[config.mk]
export PLATFORM = sky130hd
export DESIGN_NAME = id_alu_ctrl
export DESIGN_NICKNAME = d
export VERILOG_FILES = /design/src/rtl/alu_pkg.sv /design/src/rtl/alu_ctrl_dec.sv /design/src/rtl/id_alu_ctrl.sv
export SDC_FILE = /design/constraint.sdc
export NUM_CORES = 1
export LEC_CHECK = 0
export CORE_AREA = 2 2 144 146
export DETAILED_ROUTE_END_ITERATION = 7
export DIE_AREA = 0 0 146 148
export GPL_TIMING_DRIVEN = 0
export PLACE_DENSITY = 0.7
export SETUP_SLACK_MARGIN = 0.15
export SYNTH_ARGS = -nofsm -noshare
export SYNTH_HDL_FRONTEND = slang
export SYNTH_SLANG_ARGS = --single-unit
export TNS_END_PERCENT = 5
[constraint.sdc]
create_clock -name clk -period 2.8 [get_ports clk]
set_input_delay 0.56 -clock clk [delete_from_list [all_inputs] [get_ports clk]]
set_output_delay 0.56 -clock clk [all_outputs]
set_load 0.01 [all_outputs]
[src/rtl/alu_pkg.sv]
// Shared ALU definitions: op codes, RV64I opcodes and the decoded request
// bundle passed from decode to the pipeline register.
package alu_pkg;

  localparam int XLEN_C = 64;

  typedef enum logic [3:0] {
    ALU_ADD  = 4'd0,
    ALU_SUB  = 4'd1,
    ALU_AND  = 4'd2,
    ALU_OR   = 4'd3,
    ALU_XOR  = 4'd4,
    ALU_SLT  = 4'd5,
    ALU_SLTU = 4'd6,
    ALU_SLL  = 4'd7,
    ALU_SRL  = 4'd8,
    ALU_SRA  = 4'd9,
    ALU_ADDW = 4'd10,
    ALU_SUBW = 4'd11,
    ALU_SLLW = 4'd12,
    ALU_SRLW = 4'd13,
    ALU_SRAW = 4'd14
  } alu_op_t;

  localparam logic [6:0] OP        = 7'b0110011;
  localparam logic [6:0] OP_IMM    = 7'b0010011;
  localparam logic [6:0] OP_32     = 7'b0111011;
  localparam logic [6:0] OP_IMM_32 = 7'b0011011;
  localparam logic [6:0] LUI       = 7'b0110111;
  localparam logic [6:0] AUIPC     = 7'b0010111;

  localparam logic [6:0] F7_BASE = 7'b0000000;
  localparam logic [6:0] F7_ALT  = 7'b0100000;

  typedef struct packed {
    logic [XLEN_C-1:0] a;
    logic [XLEN_C-1:0] b;
    alu_op_t           aluc;
    logic [4:0]        rd;
    logic              wen;
    logic              illegal;
  } alu_req_t;

endpackage

[src/rtl/alu_ctrl_dec.sv]
// Combinational RV64I integer-ALU decoder: instruction, PC and register
// operands in, ALU op code plus operands out.
module alu_ctrl_dec
  import alu_pkg::*;
(
  input  logic [31:0]       instr,
  input  logic [XLEN_C-1:0] pc,
  input  logic [XLEN_C-1:0] rs1,
  input  logic [XLEN_C-1:0] rs2,
  output alu_req_t          req
);

  logic [6:0]        opcode;
  logic [2:0]        funct3;
  logic [6:0]        funct7;
  logic [4:0]        rd;
  logic [XLEN_C-1:0] imm_i;
  logic [XLEN_C-1:0] imm_u;
  logic [XLEN_C-1:0] shamt6;
  logic [XLEN_C-1:0] shamt5;

  logic              legal;
  alu_op_t           op;
  logic [XLEN_C-1:0] opa;
  logic [XLEN_C-1:0] opb;

  assign opcode = instr[6:0];
  assign rd     = instr[11:7];
  assign funct3 = instr[14:12];
  assign funct7 = instr[31:25];
  assign imm_i  = {{52{instr[31]}}, instr[31:20]};
  assign imm_u  = {{32{instr[31]}}, instr[31:12], 12'b0};
  assign shamt6 = {58'b0, instr[25:20]};
  assign shamt5 = {59'b0, instr[24:20]};

  always_comb begin
    legal = 1'b1;
    op    = ALU_ADD;
    opa   = rs1;
    opb   = rs2;
    case (opcode)
      OP: begin
        if (funct7 == F7_BASE) begin
          case (funct3)
            3'b000: op = ALU_ADD;
            3'b001: op = ALU_SLL;
            3'b010: op = ALU_SLT;
            3'b011: op = ALU_SLTU;
            3'b100: op = ALU_XOR;
            3'b101: op = ALU_SRL;
            3'b110: op = ALU_OR;
            3'b111: op = ALU_AND;
          endcase
        end else if (funct7 == F7_ALT && funct3 == 3'b000) begin
          op = ALU_SUB;
        end else if (funct7 == F7_ALT && funct3 == 3'b101) begin
          op = ALU_SRA;
        end else begin
          legal = 1'b0;
        end
      end
      OP_IMM: begin
        opb = imm_i;
        case (funct3)
          3'b000: op = ALU_ADD;
          3'b010: op = ALU_SLT;
          3'b011: op = ALU_SLTU;
          3'b100: op = ALU_XOR;
          3'b110: op = ALU_OR;
          3'b111: op = ALU_AND;
          3'b001: begin
            opb = shamt6;
            if (instr[31:26] == 6'b000000) op = ALU_SLL;
            else legal = 1'b0;
          end
          3'b101: begin
            opb = shamt6;
            if (instr[31:26] == 6'b000000)      op = ALU_SRL;
            else if (instr[31:26] == 6'b010000) op = ALU_SRA;
            else legal = 1'b0;
          end
        endcase
      end
      OP_32: begin
        if (funct3 == 3'b000 && funct7 == F7_BASE)      op = ALU_ADDW;
        else if (funct3 == 3'b000 && funct7 == F7_ALT)  op = ALU_SUBW;
        else if (funct3 == 3'b001 && funct7 == F7_BASE) op = ALU_SLLW;
        else if (funct3 == 3'b101 && funct7 == F7_BASE) op = ALU_SRLW;
        else if (funct3 == 3'b101 && funct7 == F7_ALT)  op = ALU_SRAW;
        else legal = 1'b0;
      end
      OP_IMM_32: begin
        opb = imm_i;
        // word shifts take a 5-bit shamt; instr[25] set falls out as illegal
        if (funct3 == 3'b000) begin
          op = ALU_ADDW;
        end else if (funct3 == 3'b001 && funct7 == F7_BASE) begin
          op = ALU_SLLW;
          opb = shamt5;
        end else if (funct3 == 3'b101 && funct7 == F7_BASE) begin
          op = ALU_SRLW;
          opb = shamt5;
        end else if (funct3 == 3'b101 && funct7 == F7_ALT) begin
          op = ALU_SRAW;
          opb = shamt5;
        end else begin
          legal = 1'b0;
        end
      end
      LUI: begin
        opa = '0;
        opb = imm_u;
      end
      AUIPC: begin
        opa = pc;
        opb = imm_u;
      end
      default: legal = 1'b0;
    endcase
  end

  always_comb begin
    req         = '0;
    req.rd      = rd;
    req.illegal = !legal;
    if (legal) begin
      req.a    = opa;
      req.b    = opb;
      req.aluc = op;
      req.wen  = (rd != 5'd0);
    end
  end

endmodule

[src/rtl/id_alu_ctrl.sv]
// Decode-to-EX pipeline stage: decodes one instruction per handshake into an
// ALU request and holds it in a single-entry valid/ready register.
module id_alu_ctrl
  import alu_pkg::*;
#(
  parameter int XLEN = 64
) (
  input  logic            clk,
  input  logic            reset,
  input  logic            flush,
  input  logic            in_valid,
  output logic            in_ready,
  input  logic [31:0]     in_instr,
  input  logic [XLEN-1:0] in_pc,
  input  logic [XLEN-1:0] in_rs1,
  input  logic [XLEN-1:0] in_rs2,
  output logic            out_valid,
  input  logic            out_ready,
  output logic [XLEN-1:0] out_a,
  output logic [XLEN-1:0] out_b,
  output logic [3:0]      out_aluc,
  output logic [4:0]      out_rd,
  output logic            out_wen,
  output logic            out_illegal
);

  alu_req_t dec_req;
  alu_req_t req_q;
  alu_req_t req_d;
  logic     valid_q;
  logic     valid_d;
  logic     take;

  alu_ctrl_dec u_dec (
    .instr (in_instr),
    .pc    (in_pc),
    .rs1   (in_rs1),
    .rs2   (in_rs2),
    .req   (dec_req)
  );

  assign in_ready = !valid_q || out_ready;
  assign take     = in_valid && in_ready && !flush;

  // flush only kills valid; the data register keeps its last contents
  always_comb begin
    valid_d = valid_q;
    req_d   = req_q;
    if (flush) begin
      valid_d = 1'b0;
    end else if (take) begin
      valid_d = 1'b1;
    end else if (out_ready) begin
      valid_d = 1'b0;
    end
    if (take) begin
      req_d = dec_req;
    end
  end

  always_ff @(posedge clk) begin
    if (reset) begin
      valid_q <= 1'b0;
      req_q   <= '0;
    end else begin
      valid_q <= valid_d;
      req_q   <= req_d;
    end
  end

  assign out_valid   = valid_q;
  assign out_a       = req_q.a;
  assign out_b       = req_q.b;
  assign out_aluc    = req_q.aluc;
  assign out_rd      = req_q.rd;
  assign out_wen     = req_q.wen;
  assign out_illegal = req_q.illegal;

endmodule

==> metrics.yaml, run 1 <==
sta:
  setup_viol: 0
  setup_slack_ps: 93.4
  whs_ps: 445
  max_freq_mhz: 369
  max-slew-margin-rel: 0.568
  tightestPinTransition_ps: 642
  min_period_ps: 2710
  skew_ps: 8.48
  finalCritPeriodShare: 0.967
  slew_violations: 0
  hold_viol_final: 0
  rsz0062_at_grt: "true"
placement:
  placed_cells: 1427
  globalplace.congestion: 0.857
  port-buffer-count: 365
  dp_worst_setup_slack_ps: -581
  hpwlAfterDp_um: 21600
setup_path:
  cp.arrival_ps: 3020
  cp_cell_sequence: "clkdlybuf4s50_1 -> or4_1 -> clkbuf_1 -> o41ai_2 -> a211oi_1 -> buf_2 -> a221oi_2 -> o21ai_1"
  worst-path-buf-inv: 3
  cpPeakStageDelay_ps: 550
  crit_required_ps: 3110
  critical_path_class: "input port to register"
  path_delay_family: "compound AO/OA/AOI/OAI gates"
  crit_slowest_cell: "or4_1"
  cp-end-kind: "register"
  worstPathMaxFanout: 10
  startpoint_type: "input port"
die:
  die_h_um: 148
  die_x_um: 146
  rows: 52
  initial_utilization: 0.321
  core-area_um2: 20000
  die_area_um2: 21600
  io_pins: 370
power_and_ir_drop:
  power_density_nw_per_um2: 438
  p_sw_mw: 1.29
  clkPwrFrac: 0.460
  p_int_mw: 3.59
  power_mw: 4.88
  power_frac_comb: 0.130
  sw_frac_of_total: 0.265
  peakVddDrop_mv: 0.395
  seqPwrFrac: 0.410
  leakagePower_nw: 3.91
route:
  postRouteAntennaNets: 0
  vias_per_cell: 5.11
  remaining_drc_errors: 0
  firstDrtPassIters: 5
  vias: 7460
  wl_um: 27800
  drt_iter0_drc: 489
  wl_per_cell_um: 19.0
synth:
  yosysWarnings: 0
  synthCells: 792
  yosysUniqueCellTypes: 53
  synth_nets: 1026
  synth_edf_count: 0
  syn_area_um2: 6420
  synth_area_per_cell_um2: 8.11
  synth-seq-cells: 140
  synth-seq-area-share: 0.436
  postSynth.asyncResetShare: 0
  synth_ff_type: "dfxtp_1"
min_path:
  hold_path_class: "register to register"
clock_network:
  cts_tree: "built"
  cts_setup_buffers: 0
  clock_path_buffers: 2
  cts.sinks: 140
  numCtsBuffers: 17
  clk_pin_slew_ps: 70
  worstSkewPairLatency_ps: 420
  htree_num_levels: 4
  ctsHoldBuffers: 0
  cts-root-buf: "clkbuf_16"
global_routing:
  gr-usage-all-layers: 0.248
  grt_pass1_wl_um: 41600
  grt_max_degree: 17
  first_global_vias: 7177
  gr-total-overflow: 0
  antenna_found_initial: 1
finish:
  layout-drive-gt1-share: 0.0697
  nets: 1411
  syn_to_final_growth_pct: 73.4
  final_cells: 1461
  mostFrequentLayoutCells: "363 x clkdlybuf4s50_1, 149 x nand2_1, 140 x dfxtp_1, 121 x o21ai_1, 72 x a21oi_1"
  multiInputGateArea_um2: 3320
  final_common_cell: "clkdlybuf4s50_1"
  fill_cells: 1933
  regArea_um2: 2800
flow_run:
  cap_violations: 0
outcome:
  status: "complete, no violations"
cells in the mapped netlist, types with 2 or more instances:
library cell    n  share of area
nand3_1         5         0.0039
nor4_1          4         0.0039
inv_1           9         0.0053
o31ai_1         5         0.0058
and3b_1         2         0.0027
nor2b_1         4         0.0039
o21ai_1       121          0.094
a22oi_1        44          0.051
nand2_1       149          0.087
a2111oi_0       2         0.0027
dfxtp_1       140           0.44
buf_6          10          0.018
nor3b_1        64          0.075
a21oi_1        72          0.056
nand2b_1        3         0.0029
nand4_1         2         0.0019
a31oi_1         2         0.0019
o211ai_1        2         0.0023
a211oi_1        5         0.0058
nor3_1          6         0.0047
clkbuf_1       56          0.033
ha_1            5         0.0097
or4_1           3         0.0035
o31a_1          2         0.0027
buf_2           8         0.0062
a221oi_1       20          0.027
o221ai_1        2         0.0027
nor2_1          9         0.0053
o21ai_0        12         0.0093
path summary, 6_finish.rpt:
check                                       startpoint                       end  slack, ps  depth (start not counted)
worst max-delay path                      in_instr[28]    out_b[30]$_SDFFE_PP0P_         90                          8
worst min-delay path            out_a[56]$_SDFFE_PP0P_    out_a[56]$_SDFFE_PP0P_        450                          2
worst max register to register  out_valid$_SDFFE_PP0P_  out_aluc[0]$_SDFFE_PP0P_        650                          7
worst min register to register  out_a[56]$_SDFFE_PP0P_    out_a[56]$_SDFFE_PP0P_        450                          2
power by group through the flow:
stage                     Clock (mW)  Combinational (mW)  Sequential [mW]
after floorplan                    0               0.207             2.05
after global placement             0               0.619             2.04
after detailed placement           0               0.621             2.04
after CTS                       2.29               0.627             2.00
after global routing            2.37               0.684             2.00
final                           2.25               0.635             2.00
layer usage:
metal,up-vias,routed length [um],global-route usage
met1,3439,10500,0.272
met4,0,852,0.101
li1,3633,-,-
met2,345,14100,0.449
met5,-,0,0
met3,43,2360,0.0738
worst reg2reg max path: stages, from the launching register on:
cell      delay (ps)
dfxtp_1          310
nor2b_1          160
nor3b_2          510
nor2_2           200
clkbuf_2         310
clkbuf_1         300
nand2_1          120
o21ai_0           90
cell families (layout without fill, tap and decap cells):
| kind of cell | count (synthesis) | in the layout | synth area share |
|---|---|---|---|
| other cells | 0 | 1 | 0 |
| buf+inv | 84 | 482 | 0.0629 |
| xor+xnor | 1 | 1 | 0.00136 |
| mux | 1 | 1 | 0.00156 |
| fa+ha+maj | 5 | 5 | 0.00974 |
| flops | 140 | 140 | 0.436 |
| compound gates | 301 | 301 | 0.281 |
| simple gates | 260 | 260 | 0.207 |
state kept, by name (all words and copies together) (netlist names):
signal,flops
out_a,64
out_aluc,4
out_b,64
out_illegal,1
out_rd,5
out_valid,1
out_wen,1
layout make-up:
type,instances,share of cell area
Antenna cell,1,0.000225
Buffer,75,0.0355
Clock buffer,18,0.0394
Clock inverter,14,0.0131
Inverter,9,0.00303
Multi-Input combinational cell,568,0.298
Sequential cell,140,0.252
Tap cell,270,0.0303
Timing Repair Buffer,366,0.329
what timing repair did:
action,4_1_cts,5_1_grt
setup endpoints to repair,134,134
pin swaps,1,0
cloned,1,0
endpoints found under the hold margin,0,0
resized for setup,17,29
per-stage QoR:
step	cell area [um2]	TNS [ps]	util
after floorplan	6420	0	-
after CTS	11100	0	0.552
after global placement	10400	-70120	0.520
after global routing	11100	0	0.556
final	11100	0	0.556
after detailed placement	10400	-70780	0.520
(Power assumes the default switching activity.)
==> run 2, diff against run 1 <==
--- a/config.mk
+++ b/config.mk
@@ -11,6 +11,7 @@
 export GPL_TIMING_DRIVEN = 0
 export PLACE_DENSITY = 0.7
 export SETUP_SLACK_MARGIN = 0.15
+export SLEW_MARGIN = 0
 export SYNTH_ARGS = -nofsm -noshare
 export SYNTH_HDL_FRONTEND = slang
 export SYNTH_SLANG_ARGS = --single-unit
==> constraint.sdc (replaced) <==
create_clock -name clk -period 3.15 [get_ports clk]
set_input_delay 0.4725 -clock clk [delete_from_list [all_inputs] [get_ports clk]]
set_output_delay 0.4725 -clock clk [all_outputs]
set_load 0.01 [all_outputs]
==> metrics.yaml, run 2 (synthesis results as in run 1) <==
die:
  initial_utilization: 0.321  # unchanged
  io_pins: 370  # unchanged
  die_area_um2: 21600  # unchanged
  core-area_um2: 20000  # unchanged
  die_x_um: 146  # unchanged
  die_h_um: 148  # unchanged
  rows: 52  # unchanged
clock_network:
  cts.sinks: 140  # unchanged
  cts_tree: "built"  # unchanged
  ctsHoldBuffers: 0  # unchanged
  clk_pin_slew_ps: 70  # about the same
  ctsResizeCount: 0  # was 17
  clock_path_buffers: 2  # unchanged
  cts-root-buf: "clkbuf_16"  # unchanged
  worstSkewPairLatency_ps: 430  # was 420 ps
  numCtsBuffers: 17  # unchanged
  htree_num_levels: 4  # unchanged
  cts_setup_buffers: 0  # unchanged
placement:
  placed_area_um2: 10400  # unchanged
  port-buffer-count: 365  # unchanged
  globalplace.congestion: 0.857  # unchanged
  dp_worst_setup_slack_ps: -144  # was -581 ps
  hpwlAfterDp_um: 21600  # unchanged
finish:
  final_common_cell: "clkdlybuf4s50_1"  # unchanged
  fin_area_um2: 11000  # was 11100 um2
  syn_to_final_growth_pct: 71.5  # was 73.4%
  nets: 1410  # was 1411
  fill_cells: 1942  # was 1933
  layout-drive-gt1-share: 0.0513  # was 0.0697
  mostFrequentLayoutCells: "365 x clkdlybuf4s50_1, 149 x nand2_1, 140 x dfxtp_1, 121 x o21ai_1, 72 x a21oi_1"  # was 363 x clkdlybuf4s50_1, 149 x nand2_1, 140 x dfxtp_1, 121 x o21ai_1, 72 x a21oi_1
flow_run:
  cap_violations: 0  # unchanged
outcome:
  status: "complete, no violations"  # unchanged
route:
  drt_iter0_drc: 565  # was 489
  remaining_drc_errors: 0  # unchanged
  postRouteAntennaNets: 0  # unchanged
  vias: 7477  # was 7460
  wl_um: 27500  # was 27800 um
  vias_per_cell: 5.12  # was 5.11
  wl_per_cell_um: 18.8  # was 19.0 um
  firstDrtPassIters: 5  # unchanged
setup_path:
  startpoint_type: "input port"  # unchanged
  reg2regPathDepth: 7  # unchanged
  cp.arrival_ps: 3140  # was 3020 ps
  critical_path_class: "input port to register"  # unchanged
  r2r-start: "out_valid$_SDFFE_PP0P_"  # unchanged
  crit_required_ps: 3500  # was 3110 ps
  worstPathMaxFanout: 10  # unchanged
  cp-end-kind: "register"  # unchanged
  reg2reg_slack_ps: 600  # was 650 ps
  r2r-end: "out_b[31]$_SDFFE_PP0P_"  # was out_aluc[0]$_SDFFE_PP0P_
power_and_ir_drop:
  leakagePower_nw: 3.84  # was 3.91 nW
  sw_frac_of_total: 0.263  # was 0.265
  power_mw: 4.32  # was 4.88 mW
  power_density_nw_per_um2: 392  # was 438 nW/um2
  peakVddDrop_mv: 0.351  # was 0.395 mV
  p_sw_mw: 1.14  # was 1.29 mW
  p_int_mw: 3.19  # was 3.59 mW
  power_frac_comb: 0.129  # was 0.130
  clkPwrFrac: 0.461  # was 0.460
  seqPwrFrac: 0.411  # was 0.410
sta:
  min_period_ps: 2780
  tns_ps: 0  # unchanged
  setup_slack_ps: 367  # was 93.4 ps
  slew_violations: 0  # unchanged
  whs_ps: 445  # about the same
  skew_ps: 7.84  # was 8.48 ps
  max-slew-margin-rel: 0.501  # was 0.568
  finalCritPeriodShare: 0.884
  hold_viol_final: 0  # unchanged
  rsz0062_at_grt: "false"  # was true
  setup_viol: 0  # unchanged
  tightestPinTransition_ps: 749  # was 642 ps
  max_freq_mhz: 359
min_path:
  whs_path_depth: 2  # unchanged
  worstHoldStart: "out_a[56]$_SDFFE_PP0P_"  # unchanged
  hold_end: "out_a[56]$_SDFFE_PP0P_"  # unchanged
  hold_path_class: "register to register"  # unchanged
global_routing:
  gr-usage-all-layers: 0.246  # was 0.248
  antenna_found_initial: 1  # unchanged
  grt_pass1_wl_um: 41300  # was 41600 um
  gr-total-overflow: 0  # unchanged
  grt_max_degree: 17  # unchanged
  first_global_vias: 7143  # was 7177
## run 2: cell types whose count changed in the layout (fill, tap and decap cells not counted), moves of 3 or more
cell / previous run / this run
a221oi_1: 17 / 20
a221oi_2: 3 / 0
clkbuf_2: 10 / 0
clkbuf_1: 45 / 56
## run 2: worst max-delay path, cell delays in order
cell	delay [ps]
clkdlybuf4s50_1	540
inv_1	160
ha_1	250
nor2b_1	320
and3b_1	250
nor4_2	400
o31ai_2	160
buf_4	240
buf_6	170
o21ai_1	160
## run 2: final cells by class
type,instances,area [um2],share of cell area
Multi-Input combinational cell,568,3230,0.293
Timing Repair Buffer,365,3650,0.332
Sequential cell,140,2800,0.254
Tap cell,270,338,0.0307
Clock inverter,14,146,0.0133
Clock buffer,18,439,0.0399
Inverter,9,33.8,0.00307
Antenna cell,1,2.50,0.000227
Buffer,75,370,0.0336
## run 2: worst max-delay path by stage
stage                       from                     end  slack, ps
CTS                 in_instr[12]  out_a[60]$_SDFFE_PP0P_        280
detailed placement  in_instr[12]  out_a[12]$_SDFFE_PP0P_       -140
floorplan           in_instr[31]  out_b[22]$_SDFFE_PP0P_        930
global placement    in_instr[12]  out_b[40]$_SDFFE_PP0P_       -130
finish              in_instr[12]  out_b[31]$_SDFFE_PP0P_        370
global route        in_instr[12]  out_b[50]$_SDFFE_PP0P_        150
## run 2: through the flow
stage / utilization / cells
3_3_place_gp: 0.520 / 1427
2_1_floorplan: - / 792
4_1_cts: 0.549 / 1459
5_1_grt: 0.550 / 1460
3_5_place_dp: 0.520 / 1427
6_report: 0.550 / 1460
## run 2: per-layer routing
layer / vias to the layer above / share of wire / GRT usage
met1: 3437 / 0.37 / 0.270
met4: 0 / 0.034 / 0.106
met3: 55 / 0.085 / 0.0741
met2: 353 / 0.51 / 0.442
met5: - / 0 / 0
li1: 3632 / - / -
## run 2: power by group through the flow
stage	combinational (mW)	sequential (mW)	clock (mW)
detailed placement	0.552	1.82	0
floorplan	0.184	1.82	0
finish	0.556	1.78	1.99
CTS	0.556	1.78	2.03
global placement	0.550	1.82	0
global route	0.599	1.78	2.11
==> run 3, diff against run 2 <==
--- a/config.mk
+++ b/config.mk
@@ -5,6 +5,7 @@
 export SDC_FILE = /design/constraint.sdc
 export NUM_CORES = 1
 export LEC_CHECK = 0
+export ABC_CLOCK_PERIOD_IN_PS = 3500
 export CORE_AREA = 2 2 144 146
 export DETAILED_ROUTE_END_ITERATION = 7
 export DIE_AREA = 0 0 146 148
==> constraint.sdc (replaced) <==
create_clock -name clk -period 3.5 [get_ports clk]
set_input_delay 0.525 -clock clk [delete_from_list [all_inputs] [get_ports clk]]
set_output_delay 0.525 -clock clk [all_outputs]
set_load 0.01 [all_outputs]
==> metrics.yaml, run 3 (synthesis results as in run 1) <==
outcome:
  status: "complete, no violations"  # unchanged
route:
  postRouteAntennaNets: 0  # unchanged
  remaining_drc_errors: 0  # unchanged
  drt_iter0_drc: 495  # was 565
  firstDrtPassIters: 6  # was 5
  vias_per_cell: 5.11  # was 5.12
  wl_um: 27500  # about the same
  vias: 7454  # was 7477
  wl_per_cell_um: 18.8  # about the same
sta:
  skew_ps: 12.7  # was 7.84 ps
  slew_violations: 0  # unchanged
  max_freq_mhz: 341
  min_period_ps: 2930
  setup_viol: 0  # unchanged
  rsz0062_at_grt: "false"  # unchanged
  tightestPinTransition_ps: 760  # was 749 ps
  tns_ps: 0  # unchanged
  hold_viol_final: 0  # unchanged
  finalCritPeriodShare: 0.837
  max-slew-margin-rel: 0.492  # was 0.501
setup_path:
  worst-path-buf-inv: 4  # unchanged
  crit_required_ps: 3850  # was 3500 ps
  worstPathMaxFanout: 10  # unchanged
  cpPeakStageDelay_ps: 540  # about the same
  cp-end-kind: "register"  # unchanged
  path_delay_family: "buffers and inverters"  # unchanged
  critical_path_class: "input port to register"  # unchanged
  cp_cell_sequence: "clkdlybuf4s50_1 -> inv_1 -> ha_1 -> nor2b_1 -> and3b_1 -> nor4_1 -> o31ai_1 -> buf_4 -> buf_6 -> o21ai_1"  # was clkdlybuf4s50_1 -> inv_1 -> ha_1 -> nor2b_1 -> and3b_1 -> nor4_2 -> o31ai_2 -> buf_4 -> buf_6 -> o21ai_1
  cp.arrival_ps: 3280  # was 3140 ps
  crit_slowest_cell: "clkdlybuf4s50_1"  # unchanged
  startpoint_type: "input port"  # unchanged
placement:
  globalplace.congestion: 0.857  # unchanged
  hpwlAfterDp_um: 21600  # unchanged
  port-buffer-count: 365  # unchanged
  placed_cells: 1427  # unchanged
  placed_area_um2: 10400  # unchanged
die:
  die_area_um2: 21600  # unchanged
  core-area_um2: 20000  # unchanged
  rows: 52  # unchanged
  die_h_um: 148  # unchanged
  die_x_um: 146  # unchanged
  io_pins: 370  # unchanged
  initial_utilization: 0.321  # unchanged
power_and_ir_drop:
  power_density_nw_per_um2: 354  # was 392 nW/um2
  leakagePower_nw: 3.85  # was 3.84 nW
  peakVddDrop_mv: 0.316  # was 0.351 mV
clock_network:
  clk_pin_slew_ps: 60  # was 70 ps
  cts-root-buf: "clkbuf_16"  # unchanged
  cts_tree: "built"  # unchanged
  cts_setup_buffers: 0  # unchanged
  cts.sinks: 140  # unchanged
  numCtsBuffers: 17  # unchanged
  htree_num_levels: 4  # unchanged
  clock_path_buffers: 2  # unchanged
  ctsHoldBuffers: 0  # unchanged
  worstSkewPairLatency_ps: 430  # about the same
  ctsResizeCount: 0  # unchanged
finish:
  mostFrequentLayoutCells: "365 x clkdlybuf4s50_1, 149 x nand2_1, 140 x dfxtp_1, 121 x o21ai_1, 72 x a21oi_1"  # unchanged
  layout-drive-gt1-share: 0.0488  # was 0.0513
  final_cells: 1460  # unchanged
  fin_area_um2: 11000  # about the same
  final_common_cell: "clkdlybuf4s50_1"  # unchanged
  nets: 1410  # unchanged
  fill_cells: 1943  # was 1942
  syn_to_final_growth_pct: 71.3  # was 71.5%
global_routing:
  first_global_vias: 7143  # unchanged
  grt_max_degree: 17  # unchanged
  gr-total-overflow: 0  # unchanged
  antenna_found_initial: 1  # unchanged
  grt_pass1_wl_um: 41300  # unchanged
  gr-usage-all-layers: 0.246  # unchanged
flow_run:
  cap_violations: 0  # unchanged
min_path:
  hold_path_class: "register to register"  # unchanged
-- run 3: layout make-up --
cell class              instances  area [um2]  area share
diodes                          1        2.50    0.000227
plain buffers                  75         370      0.0337
clock buffers                  18         439      0.0399
clock inverters                14         146      0.0133
inverters                       9        33.8     0.00307
multi-input cells             568        3220       0.292
flip-flops and latches        140        2800       0.255
well taps                     270         338      0.0307
repair buffers                365        3650       0.332
-- run 3: worst paths after layout --
| path | end | cells past startpoint | from | slack, ps |
|---|---|---|---|---|
| min | out_a[56]$_SDFFE_PP0P_ | 2 | out_a[56]$_SDFFE_PP0P_ | 450 |
| max reg2reg | out_a[60]$_SDFFE_PP0P_ | 7 | out_valid$_SDFFE_PP0P_ | 950 |
| max | out_a[12]$_SDFFE_PP0P_ | 10 | in_instr[12] | 570 |
| min reg2reg | out_a[56]$_SDFFE_PP0P_ | 2 | out_a[56]$_SDFFE_PP0P_ | 450 |
-- run 3: where the power goes --
| group | internal, mW | total (mW) | switching (mW) |
|---|---|---|---|
| combinational | 0.300 | 0.500 | 0.200 |
| clock | 0.970 | 1.80 | 0.826 |
| sequential | 1.60 | 1.60 | 0.00216 |
| total | 2.87 | 3.89 | 1.03 |
-- run 3: worst min-delay path, stage by stage, from the launching register on --
cell	delay, ps
dfxtp_1	310
nand2_1	50
o21ai_1	50
-- run 3: stage by stage --
stage               hold slack [ps]  power [mW]   util  setup slack [ps]
floorplan                       470        1.80      -              1230
global placement                432        2.13  0.520               168
global route                    463        4.03  0.549               288
CTS                             448        3.93  0.549               577
finish                          446        3.89  0.549               570
detailed placement              440        2.13  0.520               154
-- run 3: layer usage --
layer  global-route usage  wire length [um]  vias to the layer above  part of all wire
li1                     -                 -                     3630                 -
met1                0.270             10400                     3427              0.38
met2                0.442             13900                      347              0.51
met3               0.0741              2320                       50             0.084
met4                0.106               925                        0             0.034
met5                    0                 0                        -                 0
